$ cat src/rtl/mac_rx_dispatch.sv
// mac_rx_dispatch: Ethernet receive front end between the PHY byte stream and
// the ARP/IP decoders. It strips the preamble/SFD and filters on the destination
// MAC (local or broadcast). It captures the sender MAC and steers payload bytes
// to the ARP or IP enable according to the ethertype.
// Build option: define MAC_RX_FCS_CHECK_EN to add a CRC-32 check of the FCS.
// Without that macro, fcs_ok_o simply accompanies every frame_done_o pulse.

module mac_rx_dispatch #(
  parameter int unsigned PREAMBLE_MIN = 2,
  parameter int unsigned MAX_FRAME    = 1522
) (
  input  logic        rx_clock,
  input  logic        reset,
  input  logic        phy_rx_dv_i,
  input  logic [7:0]  phy_rx_data_i,
  input  logic [47:0] local_mac_i,
  output logic [7:0]  rx_data_o,
  output logic [47:0] remote_mac_o,
  output logic        arp_rx_enable_o,
  output logic        ip_rx_enable_o,
  output logic        is_broadcast_o,
  output logic        frame_done_o,
  output logic        fcs_ok_o,
  output logic        rx_error_o
);

  localparam logic [7:0]  PRE_BYTE   = 8'h55;
  localparam logic [7:0]  SFD_BYTE   = 8'hD5;
  localparam logic [47:0] BCAST_MAC  = 48'hFFFF_FFFF_FFFF;
  localparam logic [15:0] TYPE_ARP   = 16'h0806;
  localparam logic [15:0] TYPE_IP    = 16'h0800;
  localparam logic [2:0]  PRE_MIN    = 3'(PREAMBLE_MIN);
  localparam logic [2:0]  PRE_SAT    = 3'd7;
  // Byte counter values (bytes already seen since the first DST byte) at which
  // the header fields complete.
  localparam logic [10:0] DST_LAST   = 11'd5;
  localparam logic [10:0] SRC_LAST   = 11'd11;
  localparam logic [10:0] TYPE_FIRST = 11'd12;
  localparam logic [10:0] TYPE_LAST  = 11'd13;
  localparam logic [10:0] CNT_LIMIT  = 11'(MAX_FRAME);

  typedef enum logic [2:0] {
    S_IDLE,
    S_PREAMBLE,
    S_DST,
    S_SRC,
    S_TYPE,
    S_PAYLOAD,
    S_DISCARD
  } state_t;

  state_t      state_q, state_d;
  logic        dv_prev_q, dv_prev_d;
  logic [2:0]  pre_cnt_q, pre_cnt_d;
  logic [10:0] byte_cnt_q, byte_cnt_d;
  logic [47:0] dst_q, dst_d;
  logic [47:0] shadow_q, shadow_d;
  logic [7:0]  type_hi_q, type_hi_d;
  logic        sel_arp_q, sel_arp_d;
  logic [7:0]  rx_data_q, rx_data_d;
  logic [47:0] remote_q, remote_d;
  logic        bcast_q, bcast_d;
  logic        arp_en_q, arp_en_d;
  logic        ip_en_q, ip_en_d;
  logic        end_pend_q, end_pend_d;
  logic        frame_done_q, frame_done_d;
  logic        fcs_ok_q, fcs_ok_d;
  logic        rx_error_q, rx_error_d;
  logic [47:0] dst_next;

  assign dst_next = {dst_q[39:0], phy_rx_data_i};

`ifdef MAC_RX_FCS_CHECK_EN
  localparam logic [31:0] CRC_POLY_REV = 32'hEDB8_8320;
  localparam logic [31:0] CRC_RESIDUE  = 32'hDEBB_20E3;

  logic [31:0] crc_q, crc_d;
  logic        match_q, match_d;
  logic        end_pend2_q, end_pend2_d;

  function automatic logic [31:0] crcByte(input logic [31:0] crc, input logic [7:0] data);
    logic [31:0] c;
    c = crc ^ {24'd0, data};
    for (int b = 0; b < 8; b++) begin
      c = c[0] ? ((c >> 1) ^ CRC_POLY_REV) : (c >> 1);
    end
    return c;
  endfunction
`endif

  // Frame FSM and header/payload datapath: next-state for everything the frame walks through
  always_comb begin
    state_d    = state_q;
    dv_prev_d  = phy_rx_dv_i;
    pre_cnt_d  = pre_cnt_q;
    byte_cnt_d = byte_cnt_q;
    dst_d      = dst_q;
    shadow_d   = shadow_q;
    type_hi_d  = type_hi_q;
    sel_arp_d  = sel_arp_q;
    rx_data_d  = rx_data_q;
    remote_d   = remote_q;
    bcast_d    = bcast_q;
    arp_en_d   = 1'b0;
    ip_en_d    = 1'b0;
    end_pend_d = 1'b0;
    rx_error_d = 1'b0;

    if (phy_rx_dv_i) begin
      rx_data_d = phy_rx_data_i;
    end

    if (!phy_rx_dv_i) begin
      state_d    = S_IDLE;
      end_pend_d = (state_q == S_PAYLOAD) && (arp_en_q || ip_en_q);
    end else begin
      unique case (state_q)
        S_IDLE: begin
          if (!dv_prev_q && (phy_rx_data_i == PRE_BYTE)) begin
            state_d   = S_PREAMBLE;
            pre_cnt_d = 3'd1;
          end else begin
            state_d = S_DISCARD;
          end
        end
        S_PREAMBLE: begin
          if (phy_rx_data_i == PRE_BYTE) begin
            if (pre_cnt_q != PRE_SAT) begin
              pre_cnt_d = pre_cnt_q + 3'd1;
            end
          end else if ((phy_rx_data_i == SFD_BYTE) && (pre_cnt_q >= PRE_MIN)) begin
            state_d    = S_DST;
            byte_cnt_d = '0;
          end else begin
            state_d = S_DISCARD;
          end
        end
        S_DST: begin
          byte_cnt_d = byte_cnt_q + 11'd1;
          dst_d      = dst_next;
          if (byte_cnt_q == DST_LAST) begin
            if ((dst_next == local_mac_i) || (dst_next == BCAST_MAC)) begin
              state_d = S_SRC;
              bcast_d = (dst_next == BCAST_MAC);
            end else begin
              state_d = S_DISCARD;
            end
          end
        end
        S_SRC: begin
          byte_cnt_d = byte_cnt_q + 11'd1;
          shadow_d   = {shadow_q[39:0], phy_rx_data_i};
          if (byte_cnt_q == SRC_LAST) begin
            state_d = S_TYPE;
          end
        end
        S_TYPE: begin
          byte_cnt_d = byte_cnt_q + 11'd1;
          if (byte_cnt_q == TYPE_FIRST) begin
            type_hi_d = phy_rx_data_i;
          end else if (byte_cnt_q == TYPE_LAST) begin
            if ({type_hi_q, phy_rx_data_i} == TYPE_ARP) begin
              state_d   = S_PAYLOAD;
              sel_arp_d = 1'b1;
              remote_d  = shadow_q;
            end else if ({type_hi_q, phy_rx_data_i} == TYPE_IP) begin
              state_d   = S_PAYLOAD;
              sel_arp_d = 1'b0;
              remote_d  = shadow_q;
            end else begin
              state_d = S_DISCARD;
            end
          end
        end
        S_PAYLOAD: begin
          if (byte_cnt_q == CNT_LIMIT) begin
            state_d    = S_DISCARD;
            rx_error_d = 1'b1;
          end else begin
            byte_cnt_d = byte_cnt_q + 11'd1;
            arp_en_d   = sel_arp_q;
            ip_en_d    = !sel_arp_q;
          end
        end
        S_DISCARD: begin
          state_d = S_DISCARD;
        end
        default: begin
          state_d = S_DISCARD;
        end
      endcase
    end
  end

`ifdef MAC_RX_FCS_CHECK_EN
  // CRC over dst..FCS, compared once at end of frame; done/ok emerge one stage later
  always_comb begin
    crc_d        = crc_q;
    match_d      = match_q;
    end_pend2_d  = end_pend_q;
    frame_done_d = end_pend2_q;
    fcs_ok_d     = end_pend2_q && match_q;
    if (phy_rx_dv_i) begin
      if (state_q == S_PREAMBLE) begin
        crc_d = '1;
      end else if (state_q inside {S_DST, S_SRC, S_TYPE, S_PAYLOAD}) begin
        crc_d = crcByte(crc_q, phy_rx_data_i);
      end
    end
    if (end_pend_d) begin
      match_d = (crc_q == CRC_RESIDUE);
    end
  end
`else
  // Without FCS checking every completed frame is reported as good
  always_comb begin
    frame_done_d = end_pend_q;
    fcs_ok_d     = end_pend_q;
  end
`endif

  // State and output registers, synchronous active-high reset
  always_ff @(posedge rx_clock) begin
    if (reset) begin
      state_q      <= S_DISCARD;
      dv_prev_q    <= 1'b1;
      pre_cnt_q    <= '0;
      byte_cnt_q   <= '0;
      dst_q        <= '0;
      shadow_q     <= '0;
      type_hi_q    <= '0;
      sel_arp_q    <= 1'b0;
      rx_data_q    <= '0;
      remote_q     <= '0;
      bcast_q      <= 1'b0;
      arp_en_q     <= 1'b0;
      ip_en_q      <= 1'b0;
      end_pend_q   <= 1'b0;
      frame_done_q <= 1'b0;
      fcs_ok_q     <= 1'b0;
      rx_error_q   <= 1'b0;
`ifdef MAC_RX_FCS_CHECK_EN
      crc_q        <= '1;
      match_q      <= 1'b0;
      end_pend2_q  <= 1'b0;
`endif
    end else begin
      state_q      <= state_d;
      dv_prev_q    <= dv_prev_d;
      pre_cnt_q    <= pre_cnt_d;
      byte_cnt_q   <= byte_cnt_d;
      dst_q        <= dst_d;
      shadow_q     <= shadow_d;
      type_hi_q    <= type_hi_d;
      sel_arp_q    <= sel_arp_d;
      rx_data_q    <= rx_data_d;
      remote_q     <= remote_d;
      bcast_q      <= bcast_d;
      arp_en_q     <= arp_en_d;
      ip_en_q      <= ip_en_d;
      end_pend_q   <= end_pend_d;
      frame_done_q <= frame_done_d;
      fcs_ok_q     <= fcs_ok_d;
      rx_error_q   <= rx_error_d;
`ifdef MAC_RX_FCS_CHECK_EN
      crc_q        <= crc_d;
      match_q      <= match_d;
      end_pend2_q  <= end_pend2_d;
`endif
    end
  end

  assign rx_data_o       = rx_data_q;
  assign remote_mac_o    = remote_q;
  assign arp_rx_enable_o = arp_en_q;
  assign ip_rx_enable_o  = ip_en_q;
  assign is_broadcast_o  = bcast_q;
  assign frame_done_o    = frame_done_q;
  assign fcs_ok_o        = fcs_ok_q;
  assign rx_error_o      = rx_error_q;

endmodule

$ cat config.mk
export PLATFORM = sky130hd
export DESIGN_NAME = mac_rx_dispatch
export DESIGN_NICKNAME = d
export VERILOG_FILES = /design/src/rtl/mac_rx_dispatch.sv
export SDC_FILE = /design/constraint.sdc
export NUM_CORES = 1
export LEC_CHECK = 0
export ABC_AREA = 1
export CORE_MARGIN = 1.5
export CORE_UTILIZATION = 54
export DETAILED_ROUTE_END_ITERATION = 10
export GPL_TIMING_DRIVEN = 0
export PLACE_DENSITY = 0.79
export SLEW_MARGIN = 25
export SYNTH_ARGS = -nofsm -noshare
export SYNTH_HDL_FRONTEND = slang
export SYNTH_SLANG_ARGS = --single-unit
$ cat constraint.sdc
create_clock -name rx_clock -period 2.5 [get_ports rx_clock]
set_clock_uncertainty 0.05 [all_clocks]
set_input_delay 0.5 -clock rx_clock [delete_from_list [all_inputs] [get_ports rx_clock]]
set_output_delay 0.5 -clock rx_clock [all_outputs]
set_load 0.1 [all_outputs]
# Yosys cells after proc, flatten, opt, wreduce, memory -nomap -nowiden
# Cells that the tools add are included.
# totals
out_inout_bits	62
in_bits	59
register_bits	177
wordCells	108
# op_classes
eq_ne	34
reduce_logical	25
n_bitwise	3
n_mux	26
magnitude_cmp	1
add_sub_neg	2
# ops
operator	count
48-bit two-way mux	2
48-bit equality test	1
48-bit equality test, second input constant	1
3-bit two-way mux	13
11-bit by 4-bit equality test with 1-bit output, second input constant	3
11-bit two-way mux	3
11-bit one-hot mux with 3 select lines	1
16-bit by 12-bit equality test with 1-bit output, second input constant	2
2-bit inequality test, second input constant	10
3-bit inequality test, second input constant	6
3-bit one-hot mux with 6 select lines	1
5-bit AND reduction	3
6-bit AND reduction	2
11-bit by 1-bit adder with 11-bit output, second input constant	1
11-bit equality test, second input constant	1
11-bit by 3-bit equality test with 1-bit output, second input constant	1
8-bit by 7-bit equality test with 1-bit output, second input constant	1
8-bit equality test, second input constant	1
3-bit by 2-bit equality test with 1-bit output, second input constant	2
3-bit equality test, second input constant	2
3-bit one-hot mux with 2 select lines	1
3-bit OR reduction	2
2-bit two-way mux	2
2-bit AND reduction	2
other kinds (17)	27

# Longest topological paths before layout
# logic_depth
word_depth	7
mapped_depth	13

# Worst setup path after synthesis
# OpenSTA, ideal clock, no wires.
# synth_path
path_type	register to output
start	reg, netlist name fcs_ok_o
end	out frame_done_o
path_stages_with_launch	2
arrival_time_ns	1.356
path_buffers	1
required_time_ns	1.950
slack_ns	0.594
cell_sequence	dfxtp_1 > buf_4
# synth_lines
element	line_no	rtl
end: declaration	22	output logic frame_done_o,

# Final worst setup path
# layout_path
start	reg fcs_ok_q, in the netlist fcs_ok_o
end	out fcs_ok_o
# layout_lines
element	line_no	rtl
start: declaration	67	logic fcs_ok_q, fcs_ok_d;
start signal: assignment	263	fcs_ok_q <= fcs_ok_d;
end: declaration	23	output logic fcs_ok_o,
# No word-level cell between the ends.

==> results.ini <==
[hold_path]
holdPathStages=2
min_path_type=reg2reg
hp-start=end_pend_q
whs_endpoint=fcs_ok_o

[timing]
post-route-min-period_ns=2.46
timing.final.crit_share_pct=98.5
fmax_mhz=406
tightest_slew_ns=1.04
rsz0062_at_grt=false
slew_violations=0
hold_violations=0
slew_headroom_pct=30.7
worst_slack_ns=0.0386
tns_ns=0
finalSetupViolCount=0

[synthesis]
synth_seq_cells=177
syn_area_per_cell_um2=7.02
yosysWarnings=0
synth_top_area_share_pct=44.1
yosysSeqAreaShare_pct=44.1
netlist_area_um2=8030
synth_area_leaders=dfxtp_1 44%, nand2_1 13%, nor2_1 8.3%
synth_fp_nets=1210
ys_types=33
synth_ff_type=dfxtp_1
async_reset_ff_share_pct=0
synth_edf_count=0
synth_area_leader_cell=dfxtp_1
syn_inst=1144

[cells_and_area]
fin_cells=1477
drive_above_1_share_pct=6.42
area_growth_pct=25.3
mostFrequentLayoutCell=nand2_1
fin_nets=1346
mostFrequentLayoutCells=268 x nand2_1, 177 x nor2_1, 177 x dfxtp_1, 108 x inv_1, 90 x a21oi_1
num_antenna_cells=0

[grt]
grt_pass1_vias=7130
grt_usage_pct=26.5
grt_pass1_wl_mm=33.8
antenna_found_initial=0
grt_max_degree=17
grt-ovfl-total=0

[floorplan]
boundaryPins=121
start_util_pct=55.2
dieArea_um2=15600
die_x_um=125
die_h_um=125
rows=44
core_region_area_um2=14500

[route]
routed_wl_mm=20.4
drtIter0Drc=594
drtAntennaViolNets=0
dr.pass1.iters=6
drt-wirelength-per-cell_um=13.8
vias=7632
drc=0
viasPerCell=5.17

[outcome]
outcome=completed

[worst_setup_path]
slowest_delay_ns=1.14
worstPathArrival_ns=1.91
path_buf_inv=1
r2r-end=remote_mac_o[15]
crit_slowest_cell=clkdlybuf4s50_1
reg2reg_from=byte_cnt_q[0]
worstPathMaxFanout=2
startpoint_type=register
worstSetupPathType=reg2out
ff2ff_path_depth=9
crit_chain=clkdlybuf4s50_1
crit_family=buffers and inverters
cp-end-kind=output pin
critPathRequiredTime_ns=1.95
r2r_slack_ns=0.48

[clock_network]
clock-sinks=177
path_clk_slew_ns=0.06
htree_levels=4
root_buffer=clkbuf_16
cts.path.max_buffers=2
clk_latency_ns=0.44
hold_buffers=0
numCtsBuffers=17
cts_tree=done
cts_resized=11
post-cts-setup-buffers=0

[pwr]
ir_worst_vdd_mv=0.499
p_leak_nw=4.51
p_per_area_nw_per_um2=634

[run]
cap_violations=0

[placement]
dp_hpwl_mm=14.9
port_buffers=117
dp_slack_ns=-0.262
gp_congestion=0.922
dp.cells=1445

==> power breakdown <==
group	total, mW	internal [mW]	switching (mW)
sequential	3.00	2.90	0.0950
clock	2.73	1.60	1.13
combinational	0.657	0.255	0.402
total	6.38	4.75	1.62
==> per-stage QoR <==
step | hold WS, ns | utilization (%) | power, mW | area, µm²
global route | 0.401 | 69.2 | 6.62 | 10100
CTS | 0.362 | 68.9 | 6.39 | 10000
floorplan | 0.338 | - | 3.45 | 8030
detailed placement | 0.348 | 64.9 | 3.70 | 9430
global placement | 0.355 | 64.9 | 3.69 | 9430
finish | 0.361 | 69.2 | 6.38 | 10100
==> Yosys cell counts (all sizes together) (2+ instances only) <==
cell type    n
nand3       69
dfxtp      177
a211oi       9
clkbuf      41
buf         17
nor3        13
nor4         7
a21oi       90
xnor2       40
ha           7
nand4       19
nor2       199
or2          2
nand2      268
xor2         8
inv        116
o21ai       55
==> final cells by class <==
| cell class | instances | area [µm²] |
|---|---|---|
| fill | 1260 | 4480 |
| multi-input combinational | 793 | 3790 |
| sequential | 177 | 3540 |
| timing repair buffer | 117 | 1200 |
| clock buffer | 19 | 443 |
| inverter | 116 | 435 |
| buffer | 58 | 260 |
| tap | 184 | 230 |
| clock inverter | 13 | 159 |
==> cell families after synthesis <==
logic type | Yosys count | synth area share (%)
AOI/OAI and AO/OA | 160 | 10.5
adders and majority gates | 7 | 1.09
and+or+nand+nor | 578 | 30.3
DFF | 177 | 44.1
buffers and inverters | 174 | 8.67
xor gates and xnor gates | 48 | 5.24
==> state kept, by name, indices dropped and copies added, names as in the netlist, 3 cells and up <==
| name | flops |
|---|---|
| rx_data_o | 8 |
| byte_cnt_q | 11 |
| pre_cnt_q | 3 |
| remote_mac_o | 48 |
| state_q | 3 |
| dst_q | 40 |
| shadow_q | 48 |
| type_hi_q | 8 |
==> layer usage <==
layer	share of wire [%]	routed length, µm	vias to the layer above	GRT usage (%)
li1	-	-	3906	-
met1	46	9320	3464	34.7
met2	47	9610	234	44.1
met3	6.2	1270	28	6.44
met4	1.2	244	0	6.75
met5	0	0	-	0
==> how the worst max path moves through the flow <==
stage / start / end / slack, ns / depth (start not counted)
after floorplan: fcs_ok_o / frame_done_o / 0.59 / 1
after global placement: phy_rx_data_i[4] / remote_mac_o[32] / -0.24 / 12
after detailed placement: phy_rx_data_i[4] / remote_mac_o[15] / -0.26 / 11
after CTS: remote_mac_o[5] / remote_mac_o[5] / 0.003 / 1
after global routing: remote_mac_o[16] / remote_mac_o[16] / 0.001 / 1
final: fcs_ok_o / fcs_ok_o / 0.04 / 1
Power figures use the tool's default switching activity.
